$ cat src/rtl/parallel_to_serial_if.sv
// Parallel-side handshake bundle for parallel_to_serial.
//   DATA_IN   : parallel symbol offered by the producer
//   VALID_IN  : DATA_IN is valid
//   READY_OUT : serializer accepts DATA_IN at this edge when VALID_IN is high
// master = producer side, slave = serializer side.
interface parallel_to_serial_if #(
    parameter int unsigned WIDTH = 10
);
    logic [WIDTH-1:0] DATA_IN;
    logic             VALID_IN;
    logic             READY_OUT;

    modport master (output DATA_IN, output VALID_IN, input READY_OUT);
    modport slave  (input DATA_IN, input VALID_IN, output READY_OUT);
endinterface

$ cat src/rtl/parallel_to_serial.sv
// Transmit end of a serial link: accepts parallel symbols over a valid/ready
// handshake into a one-entry buffer and shifts them out MSB first, one bit
// per clock. Gaps are filled with IDLE_SYM; after reset SYNC_SYMS idle
// symbols are sent before any data is accepted.
//   CLK          : clock, rising edge
//   RESET        : synchronous active-high reset
//   in_if        : parallel handshake (DATA_IN, VALID_IN, READY_OUT)
//   DATA_OUT     : serial bit, MSB of current symbol first
//   SYM_START    : high during the first bit of every symbol
//   SENDING_DATA : current symbol is user data rather than idle
module parallel_to_serial #(
    parameter int unsigned      WIDTH     = 10,
    parameter logic [WIDTH-1:0] IDLE_SYM  = 10'b0011111010,
    parameter int unsigned      SYNC_SYMS = 2
) (
    input  logic                 CLK,
    input  logic                 RESET,
    parallel_to_serial_if.slave  in_if,
    output logic                 DATA_OUT,
    output logic                 SYM_START,
    output logic                 SENDING_DATA
);
    localparam int unsigned CW = $clog2(WIDTH);
    localparam int unsigned SW = (SYNC_SYMS > 1) ? $clog2(SYNC_SYMS) : 1;
    localparam logic [CW-1:0] CNT_LAST  = CW'(WIDTH - 1);
    localparam logic [SW-1:0] SYNC_LAST = SW'(SYNC_SYMS - 1);

    typedef enum logic {
        ST_SYNC,
        ST_RUN
    } state_t;

    state_t           state_q,      state_d;
    logic [WIDTH-1:0] shift_q,      shift_d;
    logic [CW-1:0]    bit_cnt_q,    bit_cnt_d;
    logic [WIDTH-1:0] hold_q,       hold_d;
    logic             hold_valid_q, hold_valid_d;
    logic [SW-1:0]    sync_cnt_q,   sync_cnt_d;
    logic             sending_q,    sending_d;

    logic last;
    logic ready;
    logic accept;

    always_ff @(posedge CLK) begin
        if (RESET) begin
            state_q      <= ST_SYNC;
            shift_q      <= IDLE_SYM;
            bit_cnt_q    <= '0;
            hold_q       <= '0;
            hold_valid_q <= 1'b0;
            sync_cnt_q   <= '0;
            sending_q    <= 1'b0;
        end else begin
            state_q      <= state_d;
            shift_q      <= shift_d;
            bit_cnt_q    <= bit_cnt_d;
            hold_q       <= hold_d;
            hold_valid_q <= hold_valid_d;
            sync_cnt_q   <= sync_cnt_d;
            sending_q    <= sending_d;
        end
    end

    always_comb begin
        state_d      = state_q;
        shift_d      = {shift_q[WIDTH-2:0], 1'b0};
        bit_cnt_d    = bit_cnt_q + 1'b1;
        hold_d       = hold_q;
        hold_valid_d = hold_valid_q;
        sync_cnt_d   = sync_cnt_q;
        sending_d    = sending_q;

        last = (bit_cnt_q == CNT_LAST);
        // At a symbol boundary the buffer drains, so it can refill at the same edge.
        ready  = (state_q == ST_RUN) && (!hold_valid_q || last);
        accept = in_if.VALID_IN && ready;

        if (!last) begin
            if (accept) begin
                hold_d       = in_if.DATA_IN;
                hold_valid_d = 1'b1;
            end
        end else begin
            bit_cnt_d = '0;
            if (hold_valid_q) begin
                shift_d   = hold_q;
                sending_d = 1'b1;
                if (accept) begin
                    hold_d = in_if.DATA_IN;
                end else begin
                    hold_valid_d = 1'b0;
                end
            end else if (accept) begin
                // Bypass: buffer empty, word goes straight into the shifter.
                shift_d   = in_if.DATA_IN;
                sending_d = 1'b1;
            end else begin
                shift_d   = IDLE_SYM;
                sending_d = 1'b0;
            end

            if (state_q == ST_SYNC) begin
                sync_cnt_d = sync_cnt_q + 1'b1;
                if (sync_cnt_q == SYNC_LAST) begin
                    state_d = ST_RUN;
                end
            end
        end
    end

    assign in_if.READY_OUT = ready;
    assign DATA_OUT        = shift_q[WIDTH-1];
    assign SYM_START       = (bit_cnt_q == '0);
    assign SENDING_DATA    = sending_q;
endmodule

$ cat src/flat_wrapper.sv
// flat-port wrapper written by rule: the top's interface ports become plain ports
module parallel_to_serial_flat 
#(
    parameter int unsigned      WIDTH     = 10,
    parameter logic [WIDTH-1:0] IDLE_SYM  = 10'b0011111010,
    parameter int unsigned      SYNC_SYMS = 2
)
  (CLK, RESET, DATA_OUT, SYM_START, SENDING_DATA, in_if_DATA_IN, in_if_VALID_IN, in_if_READY_OUT);
  parallel_to_serial_if #(.WIDTH(WIDTH)) in_if_i ();
  input  logic CLK;
  input  logic RESET;
  output logic DATA_OUT;
  output logic SYM_START;
  output logic SENDING_DATA;
  input wire logic [$bits(in_if_i.DATA_IN)-1:0] in_if_DATA_IN;
  input wire logic [$bits(in_if_i.VALID_IN)-1:0] in_if_VALID_IN;
  output wire logic [$bits(in_if_i.READY_OUT)-1:0] in_if_READY_OUT;
  assign in_if_i.DATA_IN = in_if_DATA_IN;
  assign in_if_i.VALID_IN = in_if_VALID_IN;
  assign in_if_READY_OUT = in_if_i.READY_OUT;
  parallel_to_serial #(.WIDTH(WIDTH), .IDLE_SYM(IDLE_SYM), .SYNC_SYMS(SYNC_SYMS)) u_core (.CLK(CLK), .RESET(RESET), .in_if(in_if_i), .DATA_OUT(DATA_OUT), .SYM_START(SYM_START), .SENDING_DATA(SENDING_DATA));
endmodule
$ cat config.mk
export PLATFORM = sky130hd
export DESIGN_NAME = parallel_to_serial_flat
export DESIGN_NICKNAME = d
export VERILOG_FILES = /design/src/rtl/parallel_to_serial_if.sv /design/src/rtl/parallel_to_serial.sv /design/src/flat_wrapper.sv
export SDC_FILE = /design/constraint.sdc
export NUM_CORES = 1
export LEC_CHECK = 0
export CAP_MARGIN = 40
export CELL_PAD_IN_SITES_DETAIL_PLACEMENT = 1
export CELL_PAD_IN_SITES_GLOBAL_PLACEMENT = 2
export CORE_MARGIN = 2
export CORE_UTILIZATION = 29
export CTS_CLUSTER_SIZE = 25
export DETAILED_ROUTE_END_ITERATION = 10
export PLACE_DENSITY_LB_ADDON = 0.1
export SLEW_MARGIN = 20
export SYNTH_ARGS = -nofsm -noshare
export SYNTH_HDL_FRONTEND = slang
export SYNTH_SLANG_ARGS = --single-unit
$ cat constraint.sdc
create_clock -name CLK -period 1.7 [get_ports CLK]
set_input_delay 0.34 -clock CLK [delete_from_list [all_inputs] [get_ports CLK]]
set_output_delay 0.34 -clock CLK [all_outputs]
set_load 0.005 [all_outputs]
# After elaboration in Yosys (flattened, before gate mapping)
# Index checks and enable logic that the tools add are counted.
# W data, S select, Z words.
dict set report totals {
  ff_bits 28
}
dict set report classes {
  bitwise_logic 2
  muxes 13
  addsub 2
  reduce_logical 9
  eq_ne 2
}
# operator n
set ops {}
lappend ops {{$mux W10} 6}
lappend ops {{$mux W1} 7}
lappend ops {{$add A4 B1 Y4 const B} 1}
lappend ops {{$eq A4 B4 Y1 const B} 1}
lappend ops {{$logic_not A4 Y1} 1}
lappend ops {{$reduce_or A2 Y1} 2}
lappend ops {{$logic_and A1 B1 Y1} 2}
lappend ops {{$ne A2 B1 Y1 const B} 1}
lappend ops {{$not A1 Y1} 2}
lappend ops {{$reduce_and A2 Y1} 1}
lappend ops {{$reduce_bool A2 Y1} 1}
lappend ops {{$add A1 B1 Y1 const B} 1}
lappend ops {{$logic_not A1 Y1} 1}
lappend ops {{$logic_or A1 B1 Y1} 1}

# Depth between registers and ports, before layout
dict set report logic_depth {
  word_depth 7
  depth_mapped 8
}

# Worst setup path after synthesis
# OpenSTA, ideal clock, no wires.
dict set report synth_timing {
  path_type {register to output}
  start {register u_core.bit_cnt_q[1]}
  end {output port in_if_READY_OUT}
  stages_incl_launch_ff 8
  setup_slack_ns 0.058
  t_required_ns 1.360
  arrival_time_ns 1.302
  cell_sequence {dfxtp_1 -> inv_1 -> ha_1 -> nand3b_1 -> buf_2 -> buf_2 -> nand2_1 -> and2_1}
}
dict set report synth_between {
  elab_chain_cells 3
}
# item line
set synth_lines {}
lappend synth_lines {{start, declared} parallel_to_serial.sv:35} ;# logic [CW-1:0] bit_cnt_q, bit_cnt_d;
lappend synth_lines {{start signal, assigned} parallel_to_serial.sv:57} ;# bit_cnt_q <= bit_cnt_d;
lappend synth_lines {{$eq A4 B4 Y1} parallel_to_serial.sv:74} ;# last = (bit_cnt_q == CNT_LAST);
lappend synth_lines {{$logic_or A1 B1 Y1} parallel_to_serial.sv:76} ;# ready = (state_q == ST_RUN) && (!hold_valid_q || last);
lappend synth_lines {{$logic_and A1 B1 Y1} parallel_to_serial.sv:76}
lappend synth_lines {{end, declared} flat_wrapper.sv:17} ;# output wire logic [$bits(in_if_i.READY_OUT)-1:0] in_if_READY_OUT;
# No other way between the ends.

# Worst setup path after layout
# Ends and elaborated chain as after synthesis.

==> results.md <==
- The number of placed instances, taps included, is 196.
- The peak clock frequency supported by timing is 629 MHz.
- The share of the Yosys chip area taken by registers is 45.7%.
- The worst vdd rail ir drop is 0.540 mV.
- The total power is 1.35 mW.
- The worst path needs 1590 ps of the cycle, external delays included.
- The area growth from synthesis to layout is 31.3%.
- The tool flagged a number of max-cap violations equal to 0.
- In the detailed route, the total length drawn on met3 is 62 µm.
- The tree built by TritonCTS fans out to 28 sinks.
- The max-slew violation count was 0.
- Summed over all layers, the routed wires come to 2910 µm.
- The number of optimization iterations in the first detailed-route pass is 2.
- The library cell with the largest summed area after synthesis is sky130_fd_sc_hd__dfxtp_1.
- The worst register-to-register path has a setup slack of 150 ps.
- For the worst setup path, the data arrival time is 1250 ps.
- The maximum fanout along the worst path is 3.
- Adding up every negative setup slack in the final design gives 0 ps.
- Broken down by cell family, the worst path's largest delay share belongs to flip-flops.
- Counting cells, the worst reg-to-reg path comes to 7.
- The cell at the root of the clock tree is sky130_fd_sc_hd__clkbuf_8.
- The I/O pin count is 17.
- The type of element launching the critical path is a flip-flop.
- The longest individual stage delay on the worst path is 340 ps.
- The die covers 4760 µm².
- Yosys printed 0 warnings.
- The relative slew slack is 80.3%.
- The net count after synthesis is 145.
- The kind of critical path is reg2out.
- The number of flip-flops and latches in the synthesized netlist is 28.
- Once detail routing completed, the nets flagged for antenna violations numbered 0.
- The final instance count without filler cells is 205.
- After floorplanning, the core was sized to cover 4030 µm².
- The initial antenna violation count was 0.
- The count of flip-flops with a built-in enable after synthesis is 0.
- The highest-delay cell along the critical path is sky130_fd_sc_hd__dfxtp_2.
- The clock tree from TritonCTS is built.
- The number of instances in the synthesized netlist is 129.
- The count of cell instances traversed by the critical path is 6.
- The first-iteration detailed-routing DRC count is 53.
- The endpoint identified for the worst register-to-register timing path is u_core.hold_q[1].
- In the synthesized netlist, the cells that appear most often are 28 x sky130_fd_sc_hd__dfxtp_1, 20 x sky130_fd_sc_hd__nand2b_1, 13 x sky130_fd_sc_hd__nor2_1.
- The critical path endpoint category is a primary output.
- In the final routing, the length of wire on met1 measures 1360 µm.
- The post-layout worst setup margin is 110 ps.
- The leakage dissipation is 0.613 nW.
- The hold path endpoint is u_core.shift_q[6].
- The global router's overall resource usage is 12.9%.
- For this configuration, the core starts out at a cell density of 30.4%.
- The via count of the first global-routing pass is 1,033.
- The post-route worst hold slack is 445 ps.
- The critical path goes through inv_2 > ha_4 > nand3b_1 > nand2_1 > and2_1 > buf_2.
- The HPWL after detailed placement is 1900 µm.
- The setup-violating endpoint count in the final report is 0.
- The die height is 69.0 µm.
- The run finished with clean final reports.
- In the final routed layout, each cell accounts on average for 14.2 µm.
- Averaged over all synthesized cells, the footprint is 9.51 µm².
- Setup repair after global routing left no endpoint under its margin.
- The post-route fraction of the period consumed by the critical path is 93.5%.
- After the last flow step, the layout net total stands at 172.
- Before CTS, the worst setup slack after placement is -83.7 ps.
- The fraction of synthesized cell area taken by the top area cell type is 45.7%.
- The clock arrives with 10.1 ps of skew.
- The post-cts hold buffer count is 0.
- The hold violation count in the final report is 0.
- The post-synthesis cell area is 1230 µm².
- The post-synthesis async set-or-reset flop share is 0%.
- In this run the top signal layer used is met4.
- The row count is 23.
- Entering global routing, the biggest net connects 39 pins.
- The post-route netlist has 17.4% of its cells at a drive strength greater than 1.
- The endpoint required time on the critical path is 1360 ps.
- The longest clock path from root to sink contains 2 buffers.
- The number of clock buffers inserted by TritonCTS is 3.
- By area the synthesized netlist is led by sky130_fd_sc_hd__dfxtp_1 46%, sky130_fd_sc_hd__nand2b_1 10%, sky130_fd_sc_hd__mux2i_1 8.2%, sky130_fd_sc_hd__a211o_1 4.3%, sky130_fd_sc_hd__nor2_1 4.0%.
- The via count is 991.
- The cell with the most instances after synthesis is sky130_fd_sc_hd__dfxtp_1.
- The die outline width is 69.0 µm.
- In the routed design, unresolved DRC markers number 0.
- The most used flip-flop cell after synthesis is sky130_fd_sc_hd__dfxtp_1.
- The global-route wire length before repair is 5020 µm.
- The beginning of the worst register-to-register path is u_core.bit_cnt_q[1].
- The number of buffers and inverters on the critical path is 2.
- The clock-pin transition on the worst setup and hold timing paths is 90 ps.
- The count of input and output buffers is 16.
- Along the worst hold path, the cell count comes to 1.
- The clock latency of the later-clocked register in the worst-skew pair is 280 ps.
- The number of library cell types mapped by synthesis is 26.
- The number of antenna diodes is 0.
- The global placer's final weighted congestion is 0.687.
- Summed over all nets, wire length on met2 after detailed routing comes to 1480 µm.
- The tightest min-delay check is of the reg2reg type.
- The hold path startpoint is u_core.shift_q[5].
- The detail-routed via count per cell is 4.83.
- The actual transition at the worst max-transition pin is 294 ps.
- In this run the number of H-tree levels came out at 1.
- Power spread over the standard cell area amounts to 836 nW/µm².
- The total overflow left after global routing is 0.
where the power goes:
part	internal, mW	leakage (nW)	switching, mW	total, mW
sequential	0.673	0.229	0.00750	0.680
combinational	0.0865	0.349	0.0526	0.139
clock	0.315	0.0357	0.213	0.528
total	1.07	0.613	0.273	1.35
area by class of cell:
type	instances	area, µm²
clock buffer	3	41.3
timing repair buffer	31	279
clock inverter	1	30.0
fill	474	2420
inverter	3	11.3
multi-input combinational	89	621
sequential	28	566
tap	50	62.6
flip-flops by register name, summed over array words and instances (netlist names):
register	flops
u_core.state_q	1
u_core.sync_cnt_q	1
u_core.bit_cnt_q	4
u_core.SENDING_DATA	1
u_core.hold_valid_q	1
u_core.hold_q	10
u_core.shift_q	10
kinds of logic (layout without fill, tap and decap cells):
logic type               Yosys count  after routing  share of synthesized area (%)
AO/OA/AOI/OAI                     24             24                           14.2
XOR/XNOR                           2              2                           1.43
adder cells (fa/ha/maj)            3              3                           3.06
buffers and inverters             12             38                           5.10
flip-flops                        28             28                           45.7
multiplexers                      10             10                           8.16
AND/OR/NAND/NOR                   50             50                           22.3
stage by stage:
step,area [µm²],utilization [%]
5_1_grt,1610,40.0
6_report,1610,40.0
2_1_floorplan,1230,-
4_1_cts,1590,39.5
3_5_place_dp,1490,36.9
3_3_place_gp,1490,36.9
worst max-delay path by stage:
stage | startpoint | endpoint | slack [ps]
2_1_floorplan | u_core.bit_cnt_q[1] | in_if_READY_OUT | 60
3_3_place_gp | u_core.bit_cnt_q[1] | in_if_READY_OUT | -30
6_report | u_core.bit_cnt_q[1] | in_if_READY_OUT | 110
5_1_grt | u_core.bit_cnt_q[1] | in_if_READY_OUT | 2
4_1_cts | u_core.bit_cnt_q[0] | SYM_START | 20
3_5_place_dp | u_core.bit_cnt_q[1] | in_if_READY_OUT | -80
layout by cell type (no fill, tap or decap), drive strengths merged, types with 2 or more instances in the layout:
master | netlist | routed
buf | 4 | 16
nand2 | 3 | 3
a211o | 6 | 6
nand2b | 20 | 20
nor3b | 3 | 3
a21oi | 5 | 5
mux2i | 10 | 10
clkdlybuf4s50 | 0 | 14
nor2 | 13 | 13
inv | 3 | 3
nor3 | 6 | 6
a221oi | 3 | 3
xnor2 | 2 | 2
dfxtp | 28 | 28
nand3b | 2 | 2
clkbuf | 5 | 4
o22ai | 6 | 6
ha | 3 | 3
worst reg2reg max path, cell delays in order, from the launching register on:
cell	delay [ps]
sky130_fd_sc_hd__dfxtp_2	340
sky130_fd_sc_hd__inv_2	50
sky130_fd_sc_hd__ha_4	160
sky130_fd_sc_hd__and3b_1	190
sky130_fd_sc_hd__a21o_1	200
sky130_fd_sc_hd__a21oi_2	130
sky130_fd_sc_hd__buf_4	200
sky130_fd_sc_hd__mux2i_1	230
timing repair:
item | CTS | global route
pin swaps | 1 | 3
gates resized for setup | 11 | 4
buffers inserted | 3 | 2
gates cloned | 0 | 0
setup endpoints to repair | 2 | 2
metal layers:
metal  GRT usage (%)  up-vias
met5               0        -
met4            3.92        0
met3            2.19        2
met2            22.2        9
met1            16.5      483
li1                -      497
Note: power is estimated with default switching activity, not from simulation.
